===== src/rtl/rctimer_pkg.sv =====
// Shared types and widths for the SegmentRunner
// timer speed controller.
package rctimer_pkg;

  localparam int CFG_W   = 10;
  localparam int LEVEL_W = 4;
  localparam int CNT_W   = 10;

  typedef enum logic [2:0] {
    S_IDLE   = 3'd0,
    S_LOAD   = 3'd1,
    S_RUN    = 3'd2,
    S_PAUSED = 3'd3,
    S_HALT   = 3'd4
  } state_t;

  function automatic logic [LEVEL_W-1:0] sat_inc(
    input logic [LEVEL_W-1:0] v,
    input logic [LEVEL_W-1:0] max_v
  );
    return (v >= max_v) ? max_v : v + 1'b1;
  endfunction

endpackage


===== src/rtl/rctimer_speed_ctrl_period_stepper.sv =====
// Next-period computation: subtract one step,
// clamp to the floor (11-bit so underflow clamps).
module period_stepper
  import rctimer_pkg::*;
#(
  parameter logic [CFG_W-1:0] MIN_PERIOD  = 10'd50,
  parameter logic [CFG_W-1:0] PERIOD_STEP = 10'd25
) (
  input  logic [CFG_W-1:0] cur_period,
  output logic [CFG_W-1:0] next_period
);

  logic [CFG_W:0] diff;

  assign diff = {1'b0, cur_period} - {1'b0, PERIOD_STEP};

  assign next_period =
    (diff[CFG_W] || (diff[CFG_W-1:0] < MIN_PERIOD))
      ? MIN_PERIOD
      : diff[CFG_W-1:0];

endmodule


===== src/rtl/rctimer_speed_ctrl.sv =====
// Start/pause/stop sequencer for Timer_rc with
// tick-driven level-up and period shortening.
module rctimer_speed_ctrl
  import rctimer_pkg::*;
#(
  parameter logic [CFG_W-1:0]   INIT_PERIOD     = 10'd500,
  parameter logic [CFG_W-1:0]   MIN_PERIOD      = 10'd50,
  parameter logic [CFG_W-1:0]   PERIOD_STEP     = 10'd25,
  parameter int                 TICKS_PER_LEVEL = 16,
  parameter logic [LEVEL_W-1:0] MAX_LEVEL       = 4'd15
) (
  input  logic               Clk,
  input  logic               Rst,
  input  logic               Start,
  input  logic               Pause,
  input  logic               Stop,
  input  logic               TmrTick,
  output logic               TmrEnable,
  output logic               TmrClear,
  output logic [CFG_W-1:0]   TmrCfg,
  output logic               GameTick,
  output logic [LEVEL_W-1:0] Level,
  output logic               Running
);

  localparam logic [CNT_W-1:0] TPL =
    CNT_W'(TICKS_PER_LEVEL);

  state_t           state;
  logic [CNT_W-1:0] cnt;
  logic [CNT_W-1:0] cnt_inc;
  logic [CFG_W-1:0] cfg_next;
  logic             level_up;

  assign cnt_inc  = cnt + 1'b1;
  assign level_up = TmrTick && (cnt_inc == TPL);

  period_stepper #(
    .MIN_PERIOD  (MIN_PERIOD),
    .PERIOD_STEP (PERIOD_STEP)
  ) u_stepper (
    .cur_period  (TmrCfg),
    .next_period (cfg_next)
  );

  always_ff @(posedge Clk or posedge Rst) begin
    if (Rst) begin
      state     <= S_IDLE;
      TmrEnable <= 1'b0;
      TmrClear  <= 1'b1;
      TmrCfg    <= INIT_PERIOD;
      GameTick  <= 1'b0;
      Level     <= '0;
      Running   <= 1'b0;
      cnt       <= '0;
    end else begin
      GameTick <= 1'b0;
      unique case (state)
        S_IDLE, S_HALT: begin
          TmrEnable <= 1'b0;
          TmrClear  <= 1'b1;
          Running   <= 1'b0;
          if (Start) state <= S_LOAD;
        end
        S_LOAD: begin
          state     <= S_RUN;
          TmrEnable <= 1'b1;
          TmrClear  <= 1'b0;
          Running   <= 1'b1;
          TmrCfg    <= INIT_PERIOD;
          Level     <= '0;
          cnt       <= '0;
        end
        S_RUN: begin
          if (Stop) begin
            state     <= S_HALT;
            TmrEnable <= 1'b0;
            TmrClear  <= 1'b1;
            Running   <= 1'b0;
          end else begin
            TmrClear <= 1'b0;
            if (TmrTick) begin
              GameTick <= 1'b1;
              if (level_up) begin
                cnt      <= '0;
                Level    <= sat_inc(Level, MAX_LEVEL);
                TmrCfg   <= cfg_next;
                TmrClear <= 1'b1;
              end else begin
                cnt <= cnt_inc;
              end
            end
            // tick above is taken before pausing
            if (Pause) begin
              state     <= S_PAUSED;
              TmrEnable <= 1'b0;
              Running   <= 1'b0;
            end
          end
        end
        S_PAUSED: begin
          if (Stop) begin
            state     <= S_HALT;
            TmrEnable <= 1'b0;
            TmrClear  <= 1'b1;
            Running   <= 1'b0;
          end else begin
            TmrClear <= 1'b0;
            if (Pause) begin
              state     <= S_RUN;
              TmrEnable <= 1'b1;
              Running   <= 1'b1;
            end
          end
        end
        default: begin
          state     <= S_IDLE;
          TmrEnable <= 1'b0;
          TmrClear  <= 1'b1;
          Running   <= 1'b0;
        end
      endcase
    end
  end

endmodule


===== config.mk =====
export PLATFORM = sky130hd
export DESIGN_NAME = rctimer_speed_ctrl
export DESIGN_NICKNAME = d
export VERILOG_FILES = /design/src/rtl/rctimer_pkg.sv /design/src/rtl/rctimer_speed_ctrl_period_stepper.sv /design/src/rtl/rctimer_speed_ctrl.sv
export SDC_FILE = /design/constraint.sdc
export NUM_CORES = 1
export LEC_CHECK = 0
export BUFFER_PORTS_ARGS = -buffer_cell sky130_fd_sc_hd__buf_4
export CORE_MARGIN = 2
export CORE_UTILIZATION = 45
export DETAILED_ROUTE_END_ITERATION = 16
export PLACE_DENSITY = 0.72
export SLEW_MARGIN = 20
export SYNTH_ARGS = -nofsm -noshare
export SYNTH_HDL_FRONTEND = slang
export SYNTH_SLANG_ARGS = --single-unit

===== constraint.sdc =====
create_clock -name Clk -period 2.3 [get_ports Clk]
set_input_delay 0.345 -clock Clk [delete_from_list [all_inputs] [get_ports Clk]]
set_output_delay 0.345 -clock Clk [all_outputs]
set_load 0.05 [all_outputs]

-- After elaboration in Yosys (flattened, before gate mapping)
Index checks and enable logic that the tools add are counted.
- register bits after elaboration: 30
- bits of input ports: 6
- output and inout bits: 18
- word-level logic and storage cells: 65
- add/sub/neg operators: 3
- order comparisons: 2
- equality and inequality tests: 11
- muxes and demuxes: 33
- reduce and logical (&&, ||, !) cells: 9
- operators by type and width (kind ; number):
    $mux W10 ; 7
    $pmux W10 S2 ; 2
    $mux W4 ; 4
    $mux W3 ; 5
    $pmux W3 S4 ; 1
    $mux W1 ; 11
    $sub A10 B5 Y11 const B ; 1
    $add A10 B1 Y10 const B ; 1
    $eq A10 B5 Y1 const B ; 1
    $lt A10 B6 Y1 const B ; 1
    $ne A2 B2 Y1 const B ; 4
    $pmux W4 S2 ; 1
    $eq A3 B2 Y1 const B ; 2
    $ne A3 B3 Y1 const B ; 2
    $pmux W1 S3 ; 2
    $reduce_and A3 Y1 ; 2
    $add A4 B1 Y4 const B ; 1
    $ge A4 B4 Y1 const B ; 1
    $reduce_and A4 Y1 ; 1
    $eq A3 B1 Y1 const B ; 1
    $eq A3 B3 Y1 const B ; 1
    $logic_not A3 Y1 ; 1
    $reduce_and A2 Y1 ; 1
    $reduce_bool A2 Y1 ; 1
    3 further kinds ; 3

-- Logic depth before layout (Yosys ltp)
- depth after elaboration: 8
- mapped depth: 9

-- Modules after synthesis
A second synthesis with hierarchy kept.
- cells, all modules: 241
- area total of the unflattened synthesis: 2108.3 µm²
- by module, submodules not included (module ; times used ; cells each ; area an instance (µm²)):
    rctimer_speed_ctrl ; 1 ; 182 ; 1700.4
    period_stepper ; 1 ; 59 ; 407.9

-- Least setup slack after synthesis
OpenSTA, ideal clock, no wires.
- kind: reg2reg
- from: register TmrCfg[0]
- to: register TmrCfg[3]
- arrival: 2.239 ns
- slack: -0.065 ns
- cell stages (with the launch flop): 10
- clock period less this slack: 2.365 ns
- cell sequence: dfrtp_1 > inv_1 > ha_1 > o21bai_1 > a211o_1 > a21oi_1 > o32ai_2 > o2bb2ai_1 > a21oi_1 > o22ai_1
- word-level cells in the longest chain between the ends: 8
- ends and longest elaborated chain (element ; RTL line ; text):
    start: declaration ; rctimer_speed_ctrl.sv:20 ; output logic [CFG_W-1:0] TmrCfg,
    start signal: assignment ; rctimer_speed_ctrl.sv:87 ; TmrCfg <= cfg_next;
    $sub A10 B5 Y11 * ; rctimer_speed_ctrl_period_stepper.sv:15 ; assign diff = {1'b0, cur_period} - {1'b0, PERIOD_STEP};
    $lt A10 B6 Y1 ; rctimer_speed_ctrl_period_stepper.sv:18 ; (diff[CFG_W] || (diff[CFG_W-1:0] < MIN_PERIOD))
    $logic_or A1 B1 Y1 ; rctimer_speed_ctrl_period_stepper.sv:18 ;
    $mux W10 * ; rctimer_speed_ctrl_period_stepper.sv:19 ; ? MIN_PERIOD
    $mux W10 * ; rctimer_speed_ctrl.sv:84 ; if (level_up) begin
    $mux W10 * ; rctimer_speed_ctrl.sv:82 ; if (TmrTick) begin
    $mux W10 * ; rctimer_speed_ctrl.sv:75 ; if (Stop) begin
    $pmux W10 S2 * ; rctimer_speed_ctrl.sv:58 ; unique case (state)
Every way passes the cells marked *; elsewhere a longest branch is shown, timed or not. The select of a mux whose other input is x is not followed.
A chain may end at the register's enable or synchronous reset.

-- Final worst setup path
- from: register TmrCfg[4]
- to: register TmrCfg[1]
- word-level cells in the longest chain between the ends: 8
- ends and longest elaborated chain (element ; RTL line):
    $sub A10 B5 Y11 * ; rctimer_speed_ctrl_period_stepper.sv:15
    $lt A10 B6 Y1 ; rctimer_speed_ctrl_period_stepper.sv:18
    $logic_or A1 B1 Y1 * ; rctimer_speed_ctrl_period_stepper.sv:18
    $mux W10 * ; rctimer_speed_ctrl_period_stepper.sv:19
    $mux W10 * ; rctimer_speed_ctrl.sv:84
    $mux W10 * ; rctimer_speed_ctrl.sv:82
    $mux W10 * ; rctimer_speed_ctrl.sv:75
    $pmux W10 S2 * ; rctimer_speed_ctrl.sv:58
Marks and branches as above.

==> impl_results.md <==
* Count leader, synth: nand2_1
* Total GRT Usage at 18.64%
* CP endpoint: TmrCfg[1]$_DFFE_PP0P_
* Post-synth cell types at 56
* CTS Buf Count at 5
* Num Clock Sinks at 30
* Syn nets at 229
* Clk_skew at 0.009935 ns
* Commonest cells post-synth: nand2_1, dfrtp_1, nor2_1, a21oi_1, o21ai_0
* Worst path max stage delay at 0.56 ns
* Antenna-violating nets left at 0
* CTS tree: built
* Sequential area share after synthesis at 39.24%
* Critical Path Start: TmrCfg[4]$_DFFE_PP1P_
* Synthesized area per cell at 8.838 um^2
* Worst path cell trace: nand2_1, or2_2, xnor2_1, o32a_1, o21ai_2, nand2_1, mux2_2
* Total power at 1990 uW
* Ys flop type: dfrtp_1
* Max-slew violations at 0
* H-tree depth at 2
* Reg2reg setup slack at 0.13 ns
* Final hold violations at 0
* Sum of negative setup slack at 0 ns
* Setup repair bufs after CTS at 0
* Pleak at 0.0009835 uW
* CP Depth at 7
* Largest net degree at the start of global routing at 31
* Share of layout cells above drive strength 1 at 26.10%
* Area Overhead vs Synth at 18.55%
* CORE AREA at 4058 um^2
* Synth warn at 0
* Final setup fails at 0
* Via count at 1734
* CTS Buffer Depth at 2
* Reg2Reg Depth at 7
* DP Area at 2197 um^2
* HP Class: primary input to async pin
* Flop and latch count out of synthesis at 30
* Worst path arrival time at approximately 2.4 ns
* DRT Pass-1 Iters at 4
* Vias in the first global route at 1623
* Worst reg2reg endpoint: TmrCfg[1]$_DFFE_PP0P_
* Initial antenna violation count at 0
* Share of the synthesized area in the top cell type at 29.73%
* Setup WS pre-CTS at between 0.15 and 0.2 ns
* Cell mode on critical path: nand2_1
* Setup slack after layout at roughly 0.13 ns
* Die area at 4842 um^2
* Root Buffer: clkbuf_8
* Routability cong. at 0.8783
* Async set-reset flop share out of synthesis at 100.0%
* Final wirelength at 4259 um
* Final period util at between 90% and 100%
* Worst Max-Slew Pin Slew at 0.3842 ns
* PostCTS Resize Cnt at 0
* Worst r2r src: TmrCfg[4]$_DFFE_PP1P_
* Vias/cell at 5.799
* Relative slew margins at 74.15%
* WP buf/inv at 0
* Final Net Count at 258
* Post-layout util at 56.55%
* Slowest CP cell: dfstp_2
* DRC Markers at 0
* Max Fclk at between 400 and 500 MHz
* Cell Rows at 23
* Hold buffers post-CTS at 0
* Drt wl/cell at 14.24 um
* Initial drt markers at 121
* FILL cells at 369
* Initial core utilization at approximately 48%
* MaxCap Viol Count at 0
* Clk_lat worst skew at 0.29 ns
* Post-Syn Area at 1936 um^2
* Max VDD drop at about 540 uV
* CP Launch Type: register
* Minimum clock period after layout at 2.167 ns
* Hpwl dp at 3071 um
* Port Buf Inserts at 23
* First-pass GRT wire length at 7258 um
* Unrepaired setup endpoints after global routing: no
* Pwr Density at 867.4 nW/um^2
* Die width at between 60 and 70 um
* Reg clk slew, reported paths at 0.07 ns
* Top cell type by total area after synthesis: dfrtp_1
* Synth area leaders: dfrtp_1, dfstp_2, nand2_1
* Post-Synthesis Cells at between 200 and 250
* Kind of critical path: register to register
* Crit path capture type: register
* Grt ovf at 0
* EDFF count, synth at 0
* Diodes inserted at 0
* Top Family by Delay on Critical Path: flip-flops
* Final instance area at 2295 um^2
* Run status: completed
* Worst-path maximum fanout at 4
* Die Ht at between 60 and 70 um
* Critical path required time at ~2.5 ns
* Top Ports at 24
## report_power, final
part / internal [uW] / leakage (uW) / total [uW] / switching, uW
sequential: 631 / 0.000385 / 728 / 97.2
combinational: 288 / 0.000550 / 820 / 533
clock: 241 / 0.0000482 / 442 / 201
## worst min-delay path by stage
stage / from / endpoint / cells past startpoint
after detailed placement: Rst / state[0]$_DFFE_PP0P_ / 3
after floorplan: Rst / GameTick$_DFF_PP0_ / 1
after global routing: Rst / cnt[4]$_DFFE_PP0P_ / 3
after global placement: Rst / state[2]$_DFFE_PP0P_ / 3
final: Rst / TmrCfg[3]$_DFFE_PP0P_ / 3
after CTS: Rst / TmrCfg[3]$_DFFE_PP0P_ / 3
## cell usage in the layout (no fill, tap or decap), drive strengths merged, types with 4 or more instances in the layout
master   n
dfrtp   23
nand2   32
o31ai    9
nand4    4
nand3    5
nor3     6
a21o     4
xnor2    7
inv      8
o21ai   15
clkbuf   7
a31oi    4
nor2    23
a211oi   5
a21oi   14
dfstp    7
buf     32
ha       4
## tightest hold or removal path, delay by kind of cell
family | cells | cell delay (ns)
buffers and inverters | 3 | 0.50
## kinds of logic (layout without fill, tap and decap cells)
group / after synthesis / after routing / synth area share (%)
AOI/OAI and AO/OA: 68 / 68 / 24.11
xor gates and xnor gates: 9 / 9 / 4.073
adders and majority gates: 4 / 4 / 2.586
buffers and inverters: 18 / 48 / 4.461
DFF: 30 / 30 / 39.24
muxes: 2 / 2 / 1.099
and+or+nand+nor: 88 / 88 / 24.44
## sequential cells by signal (all words and copies together), names as in the netlist
register and count:
Running 1, cnt 10, TmrClear 1, state 3, TmrCfg 10, Level 4
GameTick 1
## final cells by class
type                       count  area, um^2  area share, %
clock buffer                   7       86.33          3.762
clock inverter                 1       5.005         0.2181
inverter                       8       30.03          1.309
multi-input combinational    171        1096          47.76
sequential                    30       762.0          33.21
tap                           50       62.56          2.726
timing repair buffer          32       252.7          11.01
## metal layers
| metal | share of wire, % | vias up | track usage [%] | wire length (um) |
|---|---|---|---|---|
| met4 | 1.8 | 0 | 7.843 | 77 |
| met3 | 4.0 | 7 | 4.797 | 172 |
| met1 | 49 | 838 | 24.75 | 2100 |
| met5 | 0 | - | 0 | 0 |
| li1 | - | 858 | - | - |
| met2 | 45 | 31 | 28.85 | 1908 |
## metrics by stage
stage | std cells | hold slack, ns
2_1_floorplan | 219 | 0.4305
3_3_place_gp | 291 | 0.4545
3_5_place_dp | 291 | 0.4546
4_1_cts | 299 | 0.1431
5_1_grt | 299 | 0.1657
6_report | 299 | 0.1336
(Power assumes the default switching activity.)
